[config.mk]
export PLATFORM = sky130hd
export DESIGN_NAME = hazard_unit_flat
export DESIGN_NICKNAME = d
export VERILOG_FILES = /design/src/rtl/hazard_pkg.sv /design/src/rtl/hazard_unit_if.sv /design/src/rtl/forward_sel.sv /design/src/rtl/hazard_unit.sv /design/src/flat_wrapper.sv
export SDC_FILE = /design/constraint.sdc
export NUM_CORES = 1
export LEC_CHECK = 0
export BUFFER_PORTS_ARGS = -buffer_cell sky130_fd_sc_hd__buf_4
export CAP_MARGIN = 10
export CELL_PAD_IN_SITES_DETAIL_PLACEMENT = 2
export CELL_PAD_IN_SITES_GLOBAL_PLACEMENT = 2
export CORE_MARGIN = 4
export CORE_UTILIZATION = 22
export CTS_CLUSTER_DIAMETER = 50
export DETAILED_ROUTE_END_ITERATION = 12
export PLACE_DENSITY = 0.8
export SLEW_MARGIN = 20
export SYNTH_ARGS = -nofsm -noshare
export SYNTH_HDL_FRONTEND = slang
export SYNTH_HIERARCHICAL = 1
export SYNTH_SLANG_ARGS = --single-unit
[constraint.sdc]
create_clock -name clk -period 3.5 [get_ports clk]
set_input_delay 0.35 -clock clk [delete_from_list [all_inputs] [get_ports clk]]
set_output_delay 0.35 -clock clk [all_outputs]
set_load 0.01 [all_outputs]
[src/rtl/hazard_pkg.sv]
// hazard_pkg: shared types and constants for the pipeline hazard controller.
//   fwd_sel_t  : E-stage operand source select (regfile / W result / M ALU result)
//   hz_state_t : memory-wait FSM states
//   REG_AW     : register-address width
//   src_hit()  : "this producer writes the register this consumer reads" (x0 excluded)
package hazard_pkg;
  localparam int REG_AW = 5;

  typedef enum logic [1:0] {
    FWD_REG = 2'b00,
    FWD_W   = 2'b01,
    FWD_M   = 2'b10
  } fwd_sel_t;

  typedef enum logic {
    RUN      = 1'b0,
    MEM_WAIT = 1'b1
  } hz_state_t;

  function automatic logic src_hit(input logic we,
                                   input logic [REG_AW-1:0] rd,
                                   input logic [REG_AW-1:0] rs);
    return we && (rd != '0) && (rd == rs);
  endfunction
endpackage

[src/rtl/hazard_unit_if.sv]
// hazard_unit_if: stage-side bundle between the datapath and the hazard unit.
//   master : datapath side, drives register addresses / control bits, reads controls
//   slave  : hazard unit side, reads stage info, drives forwarding/stall/flush/timeout
interface hazard_unit_if;
  import hazard_pkg::*;

  logic [REG_AW-1:0] Rs1D, Rs2D;
  logic [REG_AW-1:0] Rs1E, Rs2E, RdE;
  logic              ResultSrcE, PCSrcE;
  logic [REG_AW-1:0] RdM;
  logic              RegWriteM, MemReqM, MemReadyM;
  logic [REG_AW-1:0] RdW;
  logic              RegWriteW;

  fwd_sel_t          ForwardAE, ForwardBE;
  logic              StallF, StallD, StallE, StallM;
  logic              FlushD, FlushE, FlushW;
  logic              MemTimeout;

  modport master (
    output Rs1D, Rs2D, Rs1E, Rs2E, RdE, ResultSrcE, PCSrcE,
           RdM, RegWriteM, MemReqM, MemReadyM, RdW, RegWriteW,
    input  ForwardAE, ForwardBE, StallF, StallD, StallE, StallM,
           FlushD, FlushE, FlushW, MemTimeout
  );

  modport slave (
    input  Rs1D, Rs2D, Rs1E, Rs2E, RdE, ResultSrcE, PCSrcE,
           RdM, RegWriteM, MemReqM, MemReadyM, RdW, RegWriteW,
    output ForwardAE, ForwardBE, StallF, StallD, StallE, StallM,
           FlushD, FlushE, FlushW, MemTimeout
  );
endinterface

[src/rtl/forward_sel.sv]
// forward_sel: per-operand forwarding priority (pure combinational).
//   rs            : E-stage source register
//   rd_m/we_m     : M-stage destination / write enable (highest priority)
//   rd_w/we_w     : W-stage destination / write enable
//   sel           : FWD_M, FWD_W or FWD_REG; x0 never forwards
module forward_sel
  import hazard_pkg::*;
(
  input  logic [REG_AW-1:0] rs,
  input  logic [REG_AW-1:0] rd_m,
  input  logic              we_m,
  input  logic [REG_AW-1:0] rd_w,
  input  logic              we_w,
  output fwd_sel_t          sel
);
  always_comb begin
    sel = FWD_REG;
    if (src_hit(we_m, rd_m, rs))      sel = FWD_M;  // youngest value wins
    else if (src_hit(we_w, rd_w, rs)) sel = FWD_W;
  end
endmodule

[src/rtl/hazard_unit.sv]
// hazard_unit: stall/flush/forwarding controller for the five-stage core, plus a
// memory-wait FSM that freezes the pipeline while a data access is outstanding.
//   clk, rst        : clock, synchronous active-high reset
//   hz (slave)      : stage register addresses/control in, forward/stall/flush/timeout out
//   LoadStallCnt,
//   RedirectCnt,
//   MemWaitCnt      : saturating event counters, present only with HAZARD_PERF_EN
// Parameters: DATA_WIDTH (perf counter width), MAX_WAIT (watchdog threshold, >=1).
// Optional feature macro: HAZARD_PERF_EN.
module hazard_unit
  import hazard_pkg::*;
#(
  parameter int DATA_WIDTH = 32,
  parameter int MAX_WAIT   = 16
) (
  input  logic                  clk,
  input  logic                  rst,
  hazard_unit_if.slave          hz
`ifdef HAZARD_PERF_EN
  ,
  output logic [DATA_WIDTH-1:0] LoadStallCnt,
  output logic [DATA_WIDTH-1:0] RedirectCnt,
  output logic [DATA_WIDTH-1:0] MemWaitCnt
`endif
);
  localparam int WW = $clog2(MAX_WAIT + 1);

  hz_state_t state, state_nxt;
  logic [WW-1:0] wait_cnt;
  logic          timeout;
  fwd_sel_t      fwd_a, fwd_b;
  logic          lu, rd, freeze, lu_resp, rd_resp;

  forward_sel u_fwd_a (.rs(hz.Rs1E), .rd_m(hz.RdM), .we_m(hz.RegWriteM),
                       .rd_w(hz.RdW), .we_w(hz.RegWriteW), .sel(fwd_a));
  forward_sel u_fwd_b (.rs(hz.Rs2E), .rd_m(hz.RdM), .we_m(hz.RegWriteM),
                       .rd_w(hz.RdW), .we_w(hz.RegWriteW), .sel(fwd_b));

  always_comb begin
    lu = hz.ResultSrcE && (hz.RdE != '0) && (hz.RdE == hz.Rs1D || hz.RdE == hz.Rs2D);
    rd = hz.PCSrcE;
    // The entering RUN cycle freezes too, so nothing advances under a missed access.
    freeze  = !rst && ((state == MEM_WAIT) || (hz.MemReqM && !hz.MemReadyM));
    // Frozen E re-presents on release, so masking here loses no event.
    // Redirect discards the D instruction, so its load-use stall is moot.
    rd_resp = !rst && !freeze && rd;
    lu_resp = !rst && !freeze && lu && !rd;
  end

  always_comb begin
    hz.ForwardAE  = rst ? FWD_REG : fwd_a;
    hz.ForwardBE  = rst ? FWD_REG : fwd_b;
    hz.StallF     = freeze || lu_resp;
    hz.StallD     = freeze || lu_resp;
    hz.StallE     = freeze;
    hz.StallM     = freeze;
    hz.FlushD     = rst || rd_resp;
    hz.FlushE     = rst || rd_resp || lu_resp;
    hz.FlushW     = rst || freeze;
    hz.MemTimeout = timeout;
  end

  always_comb begin
    state_nxt = state;
    case (state)
      RUN:      if (hz.MemReqM && !hz.MemReadyM) state_nxt = MEM_WAIT;
      MEM_WAIT: if (hz.MemReadyM)                state_nxt = RUN;
      default:                                   state_nxt = RUN;
    endcase
  end

  always_ff @(posedge clk) begin
    if (rst) begin
      state    <= RUN;
      wait_cnt <= '0;
      timeout  <= 1'b0;
    end else begin
      state <= state_nxt;
      if (state == RUN) begin
        wait_cnt <= '0;
      end else begin
        if (wait_cnt != WW'(MAX_WAIT)) wait_cnt <= wait_cnt + 1'b1;
        // Set on the cycle whose increment reaches MAX_WAIT; sticky until reset.
        if (wait_cnt >= WW'(MAX_WAIT - 1)) timeout <= 1'b1;
      end
    end
  end

`ifdef HAZARD_PERF_EN
  always_ff @(posedge clk) begin
    if (rst) begin
      LoadStallCnt <= '0;
      RedirectCnt  <= '0;
      MemWaitCnt   <= '0;
    end else begin
      if (lu_resp && !(&LoadStallCnt)) LoadStallCnt <= LoadStallCnt + 1'b1;
      if (rd_resp && !(&RedirectCnt))  RedirectCnt  <= RedirectCnt + 1'b1;
      if (freeze  && !(&MemWaitCnt))   MemWaitCnt   <= MemWaitCnt + 1'b1;
    end
  end
`endif
endmodule

[src/flat_wrapper.sv]
// flat-port wrapper written by rule: the top's interface ports become plain ports
module hazard_unit_flat import hazard_pkg::*;
#(
  parameter int DATA_WIDTH = 32,
  parameter int MAX_WAIT   = 16
)
  (clk, rst, hz_Rs1D, hz_Rs2D, hz_Rs1E, hz_Rs2E, hz_RdE, hz_ResultSrcE, hz_PCSrcE, hz_RdM, hz_RegWriteM, hz_MemReqM, hz_MemReadyM, hz_RdW, hz_RegWriteW, hz_ForwardAE, hz_ForwardBE, hz_StallF, hz_StallD, hz_StallE, hz_StallM, hz_FlushD, hz_FlushE, hz_FlushW, hz_MemTimeout);
  hazard_unit_if hz_i ();
  input  logic clk;
  input  logic rst;
  input wire logic [$bits(hz_i.Rs1D)-1:0] hz_Rs1D;
  input wire logic [$bits(hz_i.Rs2D)-1:0] hz_Rs2D;
  input wire logic [$bits(hz_i.Rs1E)-1:0] hz_Rs1E;
  input wire logic [$bits(hz_i.Rs2E)-1:0] hz_Rs2E;
  input wire logic [$bits(hz_i.RdE)-1:0] hz_RdE;
  input wire logic [$bits(hz_i.ResultSrcE)-1:0] hz_ResultSrcE;
  input wire logic [$bits(hz_i.PCSrcE)-1:0] hz_PCSrcE;
  input wire logic [$bits(hz_i.RdM)-1:0] hz_RdM;
  input wire logic [$bits(hz_i.RegWriteM)-1:0] hz_RegWriteM;
  input wire logic [$bits(hz_i.MemReqM)-1:0] hz_MemReqM;
  input wire logic [$bits(hz_i.MemReadyM)-1:0] hz_MemReadyM;
  input wire logic [$bits(hz_i.RdW)-1:0] hz_RdW;
  input wire logic [$bits(hz_i.RegWriteW)-1:0] hz_RegWriteW;
  output wire logic [$bits(hz_i.ForwardAE)-1:0] hz_ForwardAE;
  output wire logic [$bits(hz_i.ForwardBE)-1:0] hz_ForwardBE;
  output wire logic [$bits(hz_i.StallF)-1:0] hz_StallF;
  output wire logic [$bits(hz_i.StallD)-1:0] hz_StallD;
  output wire logic [$bits(hz_i.StallE)-1:0] hz_StallE;
  output wire logic [$bits(hz_i.StallM)-1:0] hz_StallM;
  output wire logic [$bits(hz_i.FlushD)-1:0] hz_FlushD;
  output wire logic [$bits(hz_i.FlushE)-1:0] hz_FlushE;
  output wire logic [$bits(hz_i.FlushW)-1:0] hz_FlushW;
  output wire logic [$bits(hz_i.MemTimeout)-1:0] hz_MemTimeout;
  assign hz_i.Rs1D = hz_Rs1D;
  assign hz_i.Rs2D = hz_Rs2D;
  assign hz_i.Rs1E = hz_Rs1E;
  assign hz_i.Rs2E = hz_Rs2E;
  assign hz_i.RdE = hz_RdE;
  assign hz_i.ResultSrcE = hz_ResultSrcE;
  assign hz_i.PCSrcE = hz_PCSrcE;
  assign hz_i.RdM = hz_RdM;
  assign hz_i.RegWriteM = hz_RegWriteM;
  assign hz_i.MemReqM = hz_MemReqM;
  assign hz_i.MemReadyM = hz_MemReadyM;
  assign hz_i.RdW = hz_RdW;
  assign hz_i.RegWriteW = hz_RegWriteW;
  assign hz_ForwardAE = hz_i.ForwardAE;
  assign hz_ForwardBE = hz_i.ForwardBE;
  assign hz_StallF = hz_i.StallF;
  assign hz_StallD = hz_i.StallD;
  assign hz_StallE = hz_i.StallE;
  assign hz_StallM = hz_i.StallM;
  assign hz_FlushD = hz_i.FlushD;
  assign hz_FlushE = hz_i.FlushE;
  assign hz_FlushW = hz_i.FlushW;
  assign hz_MemTimeout = hz_i.MemTimeout;
  hazard_unit #(.DATA_WIDTH(DATA_WIDTH), .MAX_WAIT(MAX_WAIT)) u_core (.clk(clk), .rst(rst), .hz(hz_i));
endmodule
# After elaboration in Yosys (flattened, before gate mapping)
# Index checks and enable logic that the tools add are counted.
totals:
  regBits: 7
  latchBits: 0
  mem_bits_rw: 0
  rom_bits: 0
  in_bits: 43
  output_inout_bits: 12
  mem_count: 0
op_classes:
  add_sub_neg: 1
  mul: 0
  div_mod_pow: 0
  n_lt_le_gt_ge: 1
  n_eq_ne: 7
  shifts: 0
  mux: 9
  bitwise_logic: 1
  reduce_logical: 29
ops:
  columns: ["op", "count"]
  rows:
  - ["5-bit equality test", 6]
  - ["5-bit nonzero test", 3]
  - ["1-bit logical AND", 14]
  - ["2-bit two-way mux", 4]
  - ["1-bit logical OR", 6]
  - ["5-bit by 1-bit adder with 5-bit output (second input constant)", 1]
  - ["5-bit by 4-bit greater-or-equal comparator with 1-bit output (second input constant)", 1]
  - ["5-bit inequality test (second input constant)", 1]
  - ["1-bit zero test", 4]
  - ["1-bit two-way mux", 4]
  - ["1-bit one-hot mux with 2 select lines", 1]
  - ["2-bit AND reduction", 1]
  - ["2-bit OR reduction", 1]
  - ["1-bit NOT", 1]

# Longest topological paths before layout
# Gate-level depths: netlist of run 1.
depth:
  ltp_word: 9
  mapped_depth: 7

# Cells and area by module
# The synthesis of run 1 kept the hierarchy.
by_module_without_submodules:
  columns: ["module", "n_inst", "cells_per_inst", "area_per_inst_um2", "seq_area_each_um2"]
  rows:
  - ["hazard_unit", 1, 71, 543.0, 140.1]
  - ["forward_sel", 2, 20, 151.4, 0.0]

# Worst setup path before layout of run 1
# OpenSTA, ideal clock, no wires.
synth_timing:
  kind: "input to output"
  startpoint: "input hz_RdE[1]"
  endpoint: "output hz_StallF"
  arrival_ps: 1338
  required_time_ps: 3150
  setup_slack_ps: 1812
  stages: 4
  path_cell_list: "or4_4 > o211ai_1 > o22ai_1 > buf_4"
synth_via:
  elab_chain_cells: 6
  word_cells_on_any_way: 9
  cone_classes: "eq/ne: 2; reduce/logical: 7"
synth_rtl:
  columns: ["item", "line", "text"]
  rows:
  - ["from (decl)", "flat_wrapper.sv:15", "input wire logic [$bits(hz_i.RdE)-1:0] hz_RdE;"]
  - ["5-bit equality test / 5-bit nonzero test (equally long branches)", "hazard_unit.sv:40", "lu = hz.ResultSrcE && (hz.RdE != '0) && (hz.RdE == hz.Rs1D || hz.RdE == hz.Rs2D);"]
  - ["1-bit logical OR / 1-bit logical AND (equally long branches)", "hazard_unit.sv:40", null]
  - ["1-bit logical AND (*)", "hazard_unit.sv:40", null]
  - ["1-bit logical AND (*) (2 in series)", "hazard_unit.sv:47", "lu_resp = !rst && !freeze && lu && !rd;"]
  - ["1-bit logical OR (*)", null, null]
  - ["to (decl)", "flat_wrapper.sv:26", "output wire logic [$bits(hz_i.StallF)-1:0] hz_StallF;"]
# Every way passes the cells marked *; elsewhere a longest branch is shown, timed or not.

# Final worst setup path of run 1
layout_timing:
  startpoint: "input hz_RdE[1]"
  endpoint: "output hz_StallF"
layout_via:
  elab_chain_cells: 6
  word_cells_on_any_way: 9
  cone_classes: "eq/ne: 2; reduce/logical: 7"
layout_rtl:
  columns: ["item", "line", "text"]
  rows:
  - ["5-bit equality test / 5-bit nonzero test (equally long branches)", "hazard_unit.sv:40", null]
  - ["1-bit logical OR / 1-bit logical AND (equally long branches)", "hazard_unit.sv:40", null]
  - ["1-bit logical AND (*)", "hazard_unit.sv:40", null]
  - ["1-bit logical AND (*) (2 in series)", "hazard_unit.sv:47", null]
  - ["1-bit logical OR (*)", "hazard_unit.sv:53", "hz.StallF = freeze || lu_resp;"]
# Marks and branches as above.

==> results of run 1 <==
-- sequential cells by signal, indices dropped and copies added (netlist names) --
| signal | flops |
|---|---|
| u_core/wait_cnt | 5 |
| u_core/hz.MemTimeout | 1 |
| u_core/state | 1 |
-- worst max-delay path, stage by stage --
cell      delay [ps]
buf_4            120
or4_4            530
o211ai_1         180
o22ai_1          130
buf_4            180
-- cell families (layout without fill, tap and decap cells) --
family / count (synthesis) / count (layout)
flops: 7 / 7
simple gates: 47 / 47
buf+inv: 9 / 64
fa+ha+maj: 3 / 3
xor+xnor: 28 / 28
compound gates: 17 / 17
-- cell usage after synthesis (2+ instances only) --
library cell and count:
a211oi_2 2, nor2b_1 4, inv_1 6, nor2_1 13, nand2_1 6, nand2b_1 3
xnor2_1 12, a21oi_1 6, nor4_1 2, nor3_1 8, ha_1 3, o41ai_2 2
xor2_1 16, dfxtp_1 7, buf_4 2, nand3_1 5, o211ai_1 2, nor3_2 2
-- cell type report --
cell class / count / area, um^2 / area share (%)
inverter: 6 / 22.5 / 1.68
clock inverter: 1 / 5.00 / 0.374
timing repair buffer: 54 / 405 / 30.3
tap: 48 / 60.1 / 4.49
sequential: 7 / 140 / 10.5
multi-input combinational: 95 / 664 / 49.6
clock buffer: 3 / 41.3 / 3.08
-- power by group --
| group | internal (mW) | total, mW | switching [mW] | leakage [nW] |
|---|---|---|---|---|
| combinational | 0.0636 | 0.118 | 0.0544 | 0.490 |
| clock | 0.0771 | 0.113 | 0.0361 | 0.0255 |
| sequential | 0.0811 | 0.0821 | 0.00105 | 0.0566 |
-- per-layer routing --
layer  vias up  global-route usage, %
li1        490                      -
met1       469                   13.7
met2        31                   30.1
met3         0                   4.46
met4         0                  0.213
met5         -                      0
-- through the flow --
| step | hold slack, ps | std cells | utilization [%] | power [mW] |
|---|---|---|---|---|
| 2_1_floorplan | 427 | 111 | - | 0.133 |
| 3_3_place_gp | 455 | 210 | 35.0 | 0.198 |
| 3_5_place_dp | 467 | 210 | 35.0 | 0.203 |
| 4_1_cts | 290 | 214 | 36.3 | 0.320 |
| 5_1_grt | 285 | 214 | 36.3 | 0.336 |
| 6_report | 293 | 214 | 36.3 | 0.313 |
-- path summary, 6_finish.rpt --
| kind | endpoint | from | depth (start not counted) |
|---|---|---|---|
| worst max register to register | u_core/hz.MemTimeout | u_core/wait_cnt[0] | 7 |
| worst max-delay path | hz_StallF | hz_RdE[1] | 5 |
| worst min register to register | u_core/hz.MemTimeout | u_core/hz.MemTimeout | 2 |
| worst min-delay path | u_core/state | hz_MemReadyM | 2 |
==> results.py, run 1 <==
metrics = {
    "layout": {
        "layout_common_cells": "54 x buf_4, 16 x xor2_1, 13 x nor2_1, 12 x xnor2_1, 8 x nor3_1",
        "nFillCells": 450,
        "antenna_cells": 0,
        "final_common_cell": "buf_4",
        "final_nets": 213,
        "areaGrowthSynthToFinish_pct": 58.3,
        "fin_area_mm2": 0.00134,
        "drive_above_1_share_pct": 39.2,
    },
    "job": {
        "cap_violations": 0,
    },
    "sta": {
        "fin_ws_ps": 1660,
        "hold_viol_final": 0,
        "setup_viol": 0,
        "relSlewSlack_pct": 69.1,
        "fin_skew_ps": 1.17,
        "setup_tns_ps": 0,
        "slew_viol_final": 0,
        "finalCritPeriodShare_pct": 52.7,
        "timing.fmax_mhz": 542,
        "fin_crit_ps": 1840,
        "worst_slew_pin_slew_ps": 463,
        "grt_setup_unrepaired": "no",
    },
    "synth": {
        "synth-edff-count": 0,
        "synth_top_area_cell": "dfxtp_1",
        "synth-seq-area-share_pct": 16.6,
        "yosys-top-cells-area": "dfxtp_1 17%, xor2_1 17%, xnor2_1 12%",
        "synth_xor_xnor_area_share_pct": 29.0,
        "syn_area_per_cell_um2": 7.62,
        "synth_top_area_share_pct": 16.6,
        "synth_seq_cells": 7,
        "synthAdderAreaFrac_pct": 4.44,
        "syn_area_um2": 846,
        "synth_mux_area_share_pct": 0,
        "ys.flop_type": "dfxtp_1",
        "synthSimpleGateAreaFrac_pct": 29.0,
        "synth_cells": 111,
        "ys_types": 28,
        "synth-compound-area-share_pct": 16.1,
        "syn_nets": 157,
        "synth_top_family_by_area": "simple AND/OR/NAND/NOR gates",
        "async_reset_ff_share_pct": 0,
        "yosys_warnings": 6,
    },
    "cts": {
        "cts_buffer_depth": 2,
        "numCtsBuffers": 3,
        "post-cts-setup-buffers": 0,
        "cts_resized": 0,
        "cts_max_level": 1,
        "hold_buffers": 0,
        "clock_latency_ps": 230,
        "cts_root_buf": "clkbuf_8",
        "clk_pin_slew_worst_paths_ps": 40,
        "cts_tree": "built",
        "cts.sinks": 7,
    },
    "setup_path": {
        "critical_path_class": "in -> out",
        "end_kind": "output pin",
        "cp-start-kind": "input pin",
        "path_max_fanout": 3,
        "crit_required_ps": 3150,
        "r2r_slack_ps": 2100,
        "worstPathArrival_ps": 1490,
    },
    "detailed_routing": {
        "detail-route-antenna-nets": 0,
        "wl_met3_um": 192,
        "top_layer_used": "met3",
        "wl_met1_um": 1230,
        "wl_met2_um": 1960,
        "drt_iter0_markers": 11,
        "drt_pre_antenna_iters": 2,
        "viasPerCell": 4.63,
        "drc": 0,
        "vias": 990,
        "drt-total-wl_um": 3380,
        "avgRoutedWirePerCell_um": 15.8,
    },
    "die": {
        "start_util_pct": 22.9,
        "dieHeight_um": 70.0,
        "die_w_um": 70.0,
        "rows": 22,
        "dieArea_mm2": 0.00490,
        "pin_count": 55,
        "core_mm2": 0.00369,
    },
    "place": {
        "gp_congestion": 0.787,
        "place_ws_ps": 1640,
        "place_area_mm2": 0.00129,
        "port_buffers": 54,
        "hpwl_um": 2960,
    },
    "global_route": {
        "antenna_found_initial": 0,
        "grt_overflow": 0,
        "grt_usage_pct": 14.2,
        "grt_max_degree": 13,
        "grt_pass1_vias": 1205,
        "grt_first_pass_wirelength_um": 5620,
    },
    "outcome": {
        "status": "finished, final reports clean",
    },
    "power_and_ir_drop": {
        "vdd_drop_max_uv": 117,
        "leakage_nw": 0.572,
        "power_density_mw_per_mm2": 234,
    },
    "hold_path": {
        "hp-class": "in -> reg",
    },
}
Power figures use the tool's default switching activity.
==> inputs of run 2 (changes only) <==
- CORE_UTILIZATION: 22 -> 19
- PLACE_DENSITY: 0.8 -> 0.74
- clock period: 3.5 -> 1.6 ns (I/O delays scaled with it)
==> run 2 against run 1 <==
  * Sequential power rose by 120%
  * Clock power rose by 130%
  * Die area rose by 14%
  * Hold slack got worse by 190 ps
  * Worst setup slack got worse by 1500 ps
  * Final area rose by 0.56%
  * Via count fell by 2.8%
  * Routed wire length fell by 2.3%
==> results.py, run 2 (synthesis gave the netlist of run 1 again) <==
metrics = {
    "setup_path": {
        "cp-startpoint": "hz_RdE[1]",
        "worstPathArrival_ps": 1290,
        "critical_path_class": "in -> out",
        "path_max_fanout": 3,
        "worstSetupEndpoint": "hz_StallF",
        "crit_required_ps": 1440,
        "r2r-start": "u_core/wait_cnt[0]",
        "reg2reg_to": "u_core/hz.MemTimeout",
        "cp-start-kind": "input pin",
        "reg2regPathDepth": 7,
        "end_kind": "output pin",
        "r2r_slack_ps": 190,
    },
    "layout": {
        "final_common_cell": "buf_4",
        "final_nets": 213,
        "largest_reg_flops": 5,
        "postLayoutCoreUtil_pct": 31.1,
        "layout_common_cells": "54 x buf_4, 16 x xor2_1, 13 x nor2_1, 12 x xnor2_1, 8 x nor3_1",
        "multi_input_area_um2": 668,
        "regArea_um2": 140,
        "areaGrowthSynthToFinish_pct": 59.2,
        "regMostFlops": "u_core/wait_cnt",
        "antenna_cells": 0,
        "nFillCells": 532,
        "drive_above_1_share_pct": 39.2,
        "instances_no_fill": 218,
    },
    "cts": {
        "cts_tree": "built",
        "clock_latency_ps": 230,
        "cts.sinks": 7,
        "cts_root_buf": "clkbuf_8",
        "cts_max_level": 1,
        "numCtsBuffers": 3,
        "clk_pin_slew_worst_paths_ps": 40,
        "cts_buffer_depth": 2,
    },
    "die": {
        "start_util_pct": 19.6,
        "dieArea_mm2": 0.00558,
        "rows": 24,
        "dieHeight_um": 74.7,
        "die_w_um": 74.7,
        "core_mm2": 0.00432,
        "pin_count": 55,
    },
    "global_route": {
        "grt_overflow": 0,
        "grt_usage_pct": 12.5,
        "antenna_found_initial": 0,
        "grt_first_pass_wirelength_um": 5290,
        "grt_pass1_vias": 1135,
        "grt_max_degree": 13,
    },
    "detailed_routing": {
        "avgRoutedWirePerCell_um": 15.2,
        "viasPerCell": 4.41,
        "vias": 962,
        "drt-total-wl_um": 3310,
        "drc": 0,
        "drt_iter0_markers": 19,
        "drt_pre_antenna_iters": 4,
        "detail-route-antenna-nets": 0,
    },
    "place": {
        "port_buffers": 54,
        "gp_congestion": 0.751,
        "dp_cells": 214,
        "hpwl_um": 2960,
        "place_ws_ps": 157,
    },
    "job": {
        "cap_violations": 0,
    },
    "sta": {
        "setup_viol": 0,
        "worst_slew_pin_slew_ps": 422,
        "fin_skew_ps": 2.32,
        "hold_viol_final": 0,
        "finalCritPeriodShare_pct": 90.6,
        "fin_crit_ps": 1450,
        "relSlewSlack_pct": 71.4,
        "grt_setup_unrepaired": "no",
        "timing.fmax_mhz": 690,
        "setup_tns_ps": 0,
        "fin_ws_ps": 151,
        "slew_viol_final": 0,
    },
    "power_and_ir_drop": {
        "leakage_nw": 0.570,
        "switching_share_pct": 29.3,
        "vdd_drop_max_uv": 115,
        "combPwrFrac_pct": 37.3,
        "power.share.sequential_pct": 25.9,
        "clockPowerShare_pct": 36.8,
        "power_density_mw_per_mm2": 515,
        "p_sw_mw": 0.203,
        "fin_total_pwr_mw": 0.693,
        "p_int_mw": 0.490,
    },
    "outcome": {
        "status": "finished, final reports clean",
    },
    "hold_path": {
        "hp-class": "in -> reg",
    },
}
run 2: cell type report:
| type | count | area share (%) |
|---|---|---|
| Clock buffer | 4 | 3.35 |
| Inverter | 6 | 1.67 |
| Multi-Input combinational cell | 95 | 49.6 |
| Sequential cell | 7 | 10.4 |
| Tap cell | 52 | 4.83 |
| Timing Repair Buffer | 54 | 30.1 |
run 2: worst max-delay path, cell delays in order:
cell and delay (ps):
buf_4 120, or4_4 540, o211ai_1 180, o22ai_1 110
buf_4 170
run 2: metal layers:
layer  track usage (%)  part of all wire [%]  up-vias
li1                  -                     -      490
met1              15.2                    42      441
met2              22.0                    52       28
met3              1.74                   4.8        3
met4              4.74                   1.4        0
met5                 0                     0        -
run 2: stage by stage:
step	hold WS (ps)	area (um^2)
2_1_floorplan	237	846
3_3_place_gp	334	1300
3_5_place_dp	341	1300
4_1_cts	92.1	1340
5_1_grt	94.1	1350
6_report	98.7	1350
run 2: worst min-delay path by stage:
stage	startpoint	to	cells past startpoint
2_1_floorplan	hz_MemReadyM	u_core/state	1
3_3_place_gp	hz_MemReadyM	u_core/state	2
3_5_place_dp	hz_MemReadyM	u_core/state	2
4_1_cts	hz_MemReadyM	u_core/state	2
5_1_grt	hz_MemReadyM	u_core/state	2
6_report	hz_MemReadyM	u_core/state	2
run 2: power groups by stage:
| stage | clock network, mW | logic [mW] | registers [mW] |
|---|---|---|---|
| after CTS | 0.267 | 0.261 | 0.180 |
| after floorplan | 0 | 0.108 | 0.182 |
| after detailed placement | 0 | 0.260 | 0.183 |
| after global routing | 0.274 | 0.286 | 0.180 |
| after global placement | 0 | 0.248 | 0.182 |
| final | 0.255 | 0.259 | 0.180 |
run 2: repair_timing:
item | 4_1_cts | 5_1_grt
buffers inserted | 0 | 0
setup endpoints to repair | 0 | 1
hold buffers | 0 | 0
resized for setup | 0 | 1
==> inputs of run 3 (changes only) <==
- CELL_PAD_IN_SITES_DETAIL_PLACEMENT: 2 -> 0
- CELL_PAD_IN_SITES_GLOBAL_PLACEMENT: 2 -> 1
- CORE_UTILIZATION: 19 -> 25
- PLACE_DENSITY: 0.74 -> 0.73
==> run 3 against run 2 <==
  * Die area shrank 22%
  * Register-to-register slack improved by 20 ps
  * Sequential share of layout area grew 0.23 points
  * Combinational power down 2%
  * Largest power group unchanged
  * Clock-buffer cell count is the same
  * Clock skew grew 5.6 ps
  * Final cell count fell by 3.7%
  * Sequential power hardly changed
  * Clock power is 37% lower
==> results.py, run 3 (synthesis gave the netlist of run 1 again) <==
metrics = {
    "sta": {
        "hold_viol_final": 0,
        "finalCritPeriodShare_pct": 89.3,
        "setup_viol": 0,
        "fin_crit_ps": 1430,
        "setup_tns_ps": 0,
        "worst_slew_pin_slew_ps": 393,
        "fin_skew_ps": 7.95,
        "timing.fmax_mhz": 700,
        "grt_setup_unrepaired": "no",
        "relSlewSlack_pct": 73.4,
        "slew_viol_final": 0,
    },
    "setup_path": {
        "end_kind": "output pin",
        "cpMostUsedCell": "buf_4",
        "path_max_fanout": 4,
        "crit_required_ps": 1440,
        "worstPathArrival_ps": 1270,
        "cp-start-kind": "input pin",
        "crit_chain": "buf_4, o41ai_2, a211oi_2, nor3_2, nor2b_1, buf_4",
        "critical_path_class": "in -> out",
        "max_stage_delay_ps": 390,
        "crit_slowest_cell": "o41ai_2",
    },
    "place": {
        "place_area_mm2": 0.00129,
        "dp_cells": 206,
        "gp_congestion": 0.840,
        "port_buffers": 54,
        "hpwl_um": 2330,
    },
    "layout": {
        "instances_no_fill": 210,
        "drive_above_1_share_pct": 39.2,
        "final_common_cell": "buf_4",
        "areaGrowthSynthToFinish_pct": 55.8,
        "layout_common_cells": "54 x buf_4, 16 x xor2_1, 13 x nor2_1, 12 x xnor2_1, 8 x nor3_1",
        "antenna_cells": 0,
        "final_nets": 213,
        "regMostFlops": "u_core/wait_cnt",
        "largest_reg_flops": 5,
        "nFillCells": 347,
        "fin_area_mm2": 0.00132,
    },
    "detailed_routing": {
        "vias": 947,
        "viasPerCell": 4.51,
        "drt_pre_antenna_iters": 5,
        "drt-total-wl_um": 2640,
        "detail-route-antenna-nets": 0,
        "avgRoutedWirePerCell_um": 12.6,
        "drc": 0,
        "drt_iter0_markers": 28,
    },
    "cts": {
        "clk_pin_slew_worst_paths_ps": 50,
        "cts_max_level": 1,
        "clock_latency_ps": 250,
        "cts_buffer_depth": 2,
        "hold_buffers": 0,
        "numCtsBuffers": 3,
        "cts_tree": "built",
        "cts.sinks": 7,
        "cts_root_buf": "clkbuf_4",
    },
    "global_route": {
        "grt_first_pass_wirelength_um": 4370,
        "grt_max_degree": 13,
        "antenna_found_initial": 0,
        "grt_overflow": 0,
        "grt_usage_pct": 12.7,
        "grt_pass1_vias": 1010,
    },
    "die": {
        "core_mm2": 0.00315,
        "dieArea_mm2": 0.00438,
        "pin_count": 55,
        "die_w_um": 66.2,
        "dieHeight_um": 66.2,
        "start_util_pct": 26.8,
        "rows": 20,
    },
    "power_and_ir_drop": {
        "vdd_drop_max_uv": 177,
        "power_density_mw_per_mm2": 451,
        "fin_total_pwr_mw": 0.594,
        "leakage_nw": 0.562,
    },
    "job": {
        "cap_violations": 0,
    },
    "outcome": {
        "status": "finished, final reports clean",
    },
    "hold_path": {
        "hp-class": "in -> reg",
    },
}
[run 3: cell counts in the layout (fill, tap and decap cells not counted)]
Identical to the previous run, type by type.
[run 3: critical path, delay by kind of cell]
family	cells	cell delay, ps
compound gates	2	530
simple gates	2	310
buf+inv	2	260
[run 3: layout make-up]
class | count | area (um^2) | area share [%]
flip-flops and latches | 7 | 140 | 10.6
clock buffers | 4 | 26.3 | 1.99
inverters | 6 | 22.5 | 1.71
repair buffers | 54 | 405 | 30.8
well taps | 44 | 55.1 | 4.18
multi-input cells | 95 | 668 | 50.7
[run 3: through the flow]
stage | utilization, % | hold slack [ps] | worst slack (ps)
2_1_floorplan | - | 237 | 292
3_3_place_gp | 40.8 | 335 | 178
3_5_place_dp | 40.8 | 341 | 161
4_1_cts | 41.7 | 72.1 | 46.5
5_1_grt | 41.8 | 62.8 | 36.8
6_report | 41.8 | 79.3 | 172
[run 3: worst paths after layout]
kind,startpoint,to,slack (ps),cells after the start
max,hz_RdM[0],hz_ForwardBE[0],170,6
min,hz_MemReadyM,u_core/state,80,2
max reg2reg,u_core/wait_cnt[0],u_core/hz.MemTimeout,210,7
min reg2reg,u_core/hz.MemTimeout,u_core/hz.MemTimeout,470,2
[run 3: report_power, final]
| part | switching, mW | leakage [nW] | total [mW] | internal [mW] |
|---|---|---|---|---|
| Clock | 0.0659 | 0.0150 | 0.161 | 0.0952 |
| Sequential | 0.00223 | 0.0566 | 0.179 | 0.177 |
| Combinational | 0.114 | 0.490 | 0.254 | 0.140 |
| Total | 0.182 | 0.562 | 0.594 | 0.412 |
[run 3: what timing repair did]
item                                   in CTS  in global routing
setup buffers                               0                  0
endpoints found under the hold margin       0                  0
setup endpoints to repair                   0                  1
gates resized for setup                     0                  1
[run 3: metal layers]
metal / up-vias / global-route usage (%) / routed length (um)
met5: - / 0 / 0
met4: 0 / 3.81 / 35
met3: 6 / 2.89 / 113
met2: 29 / 21.6 / 1320
met1: 422 / 15.8 / 1170
li1: 490 / - / -
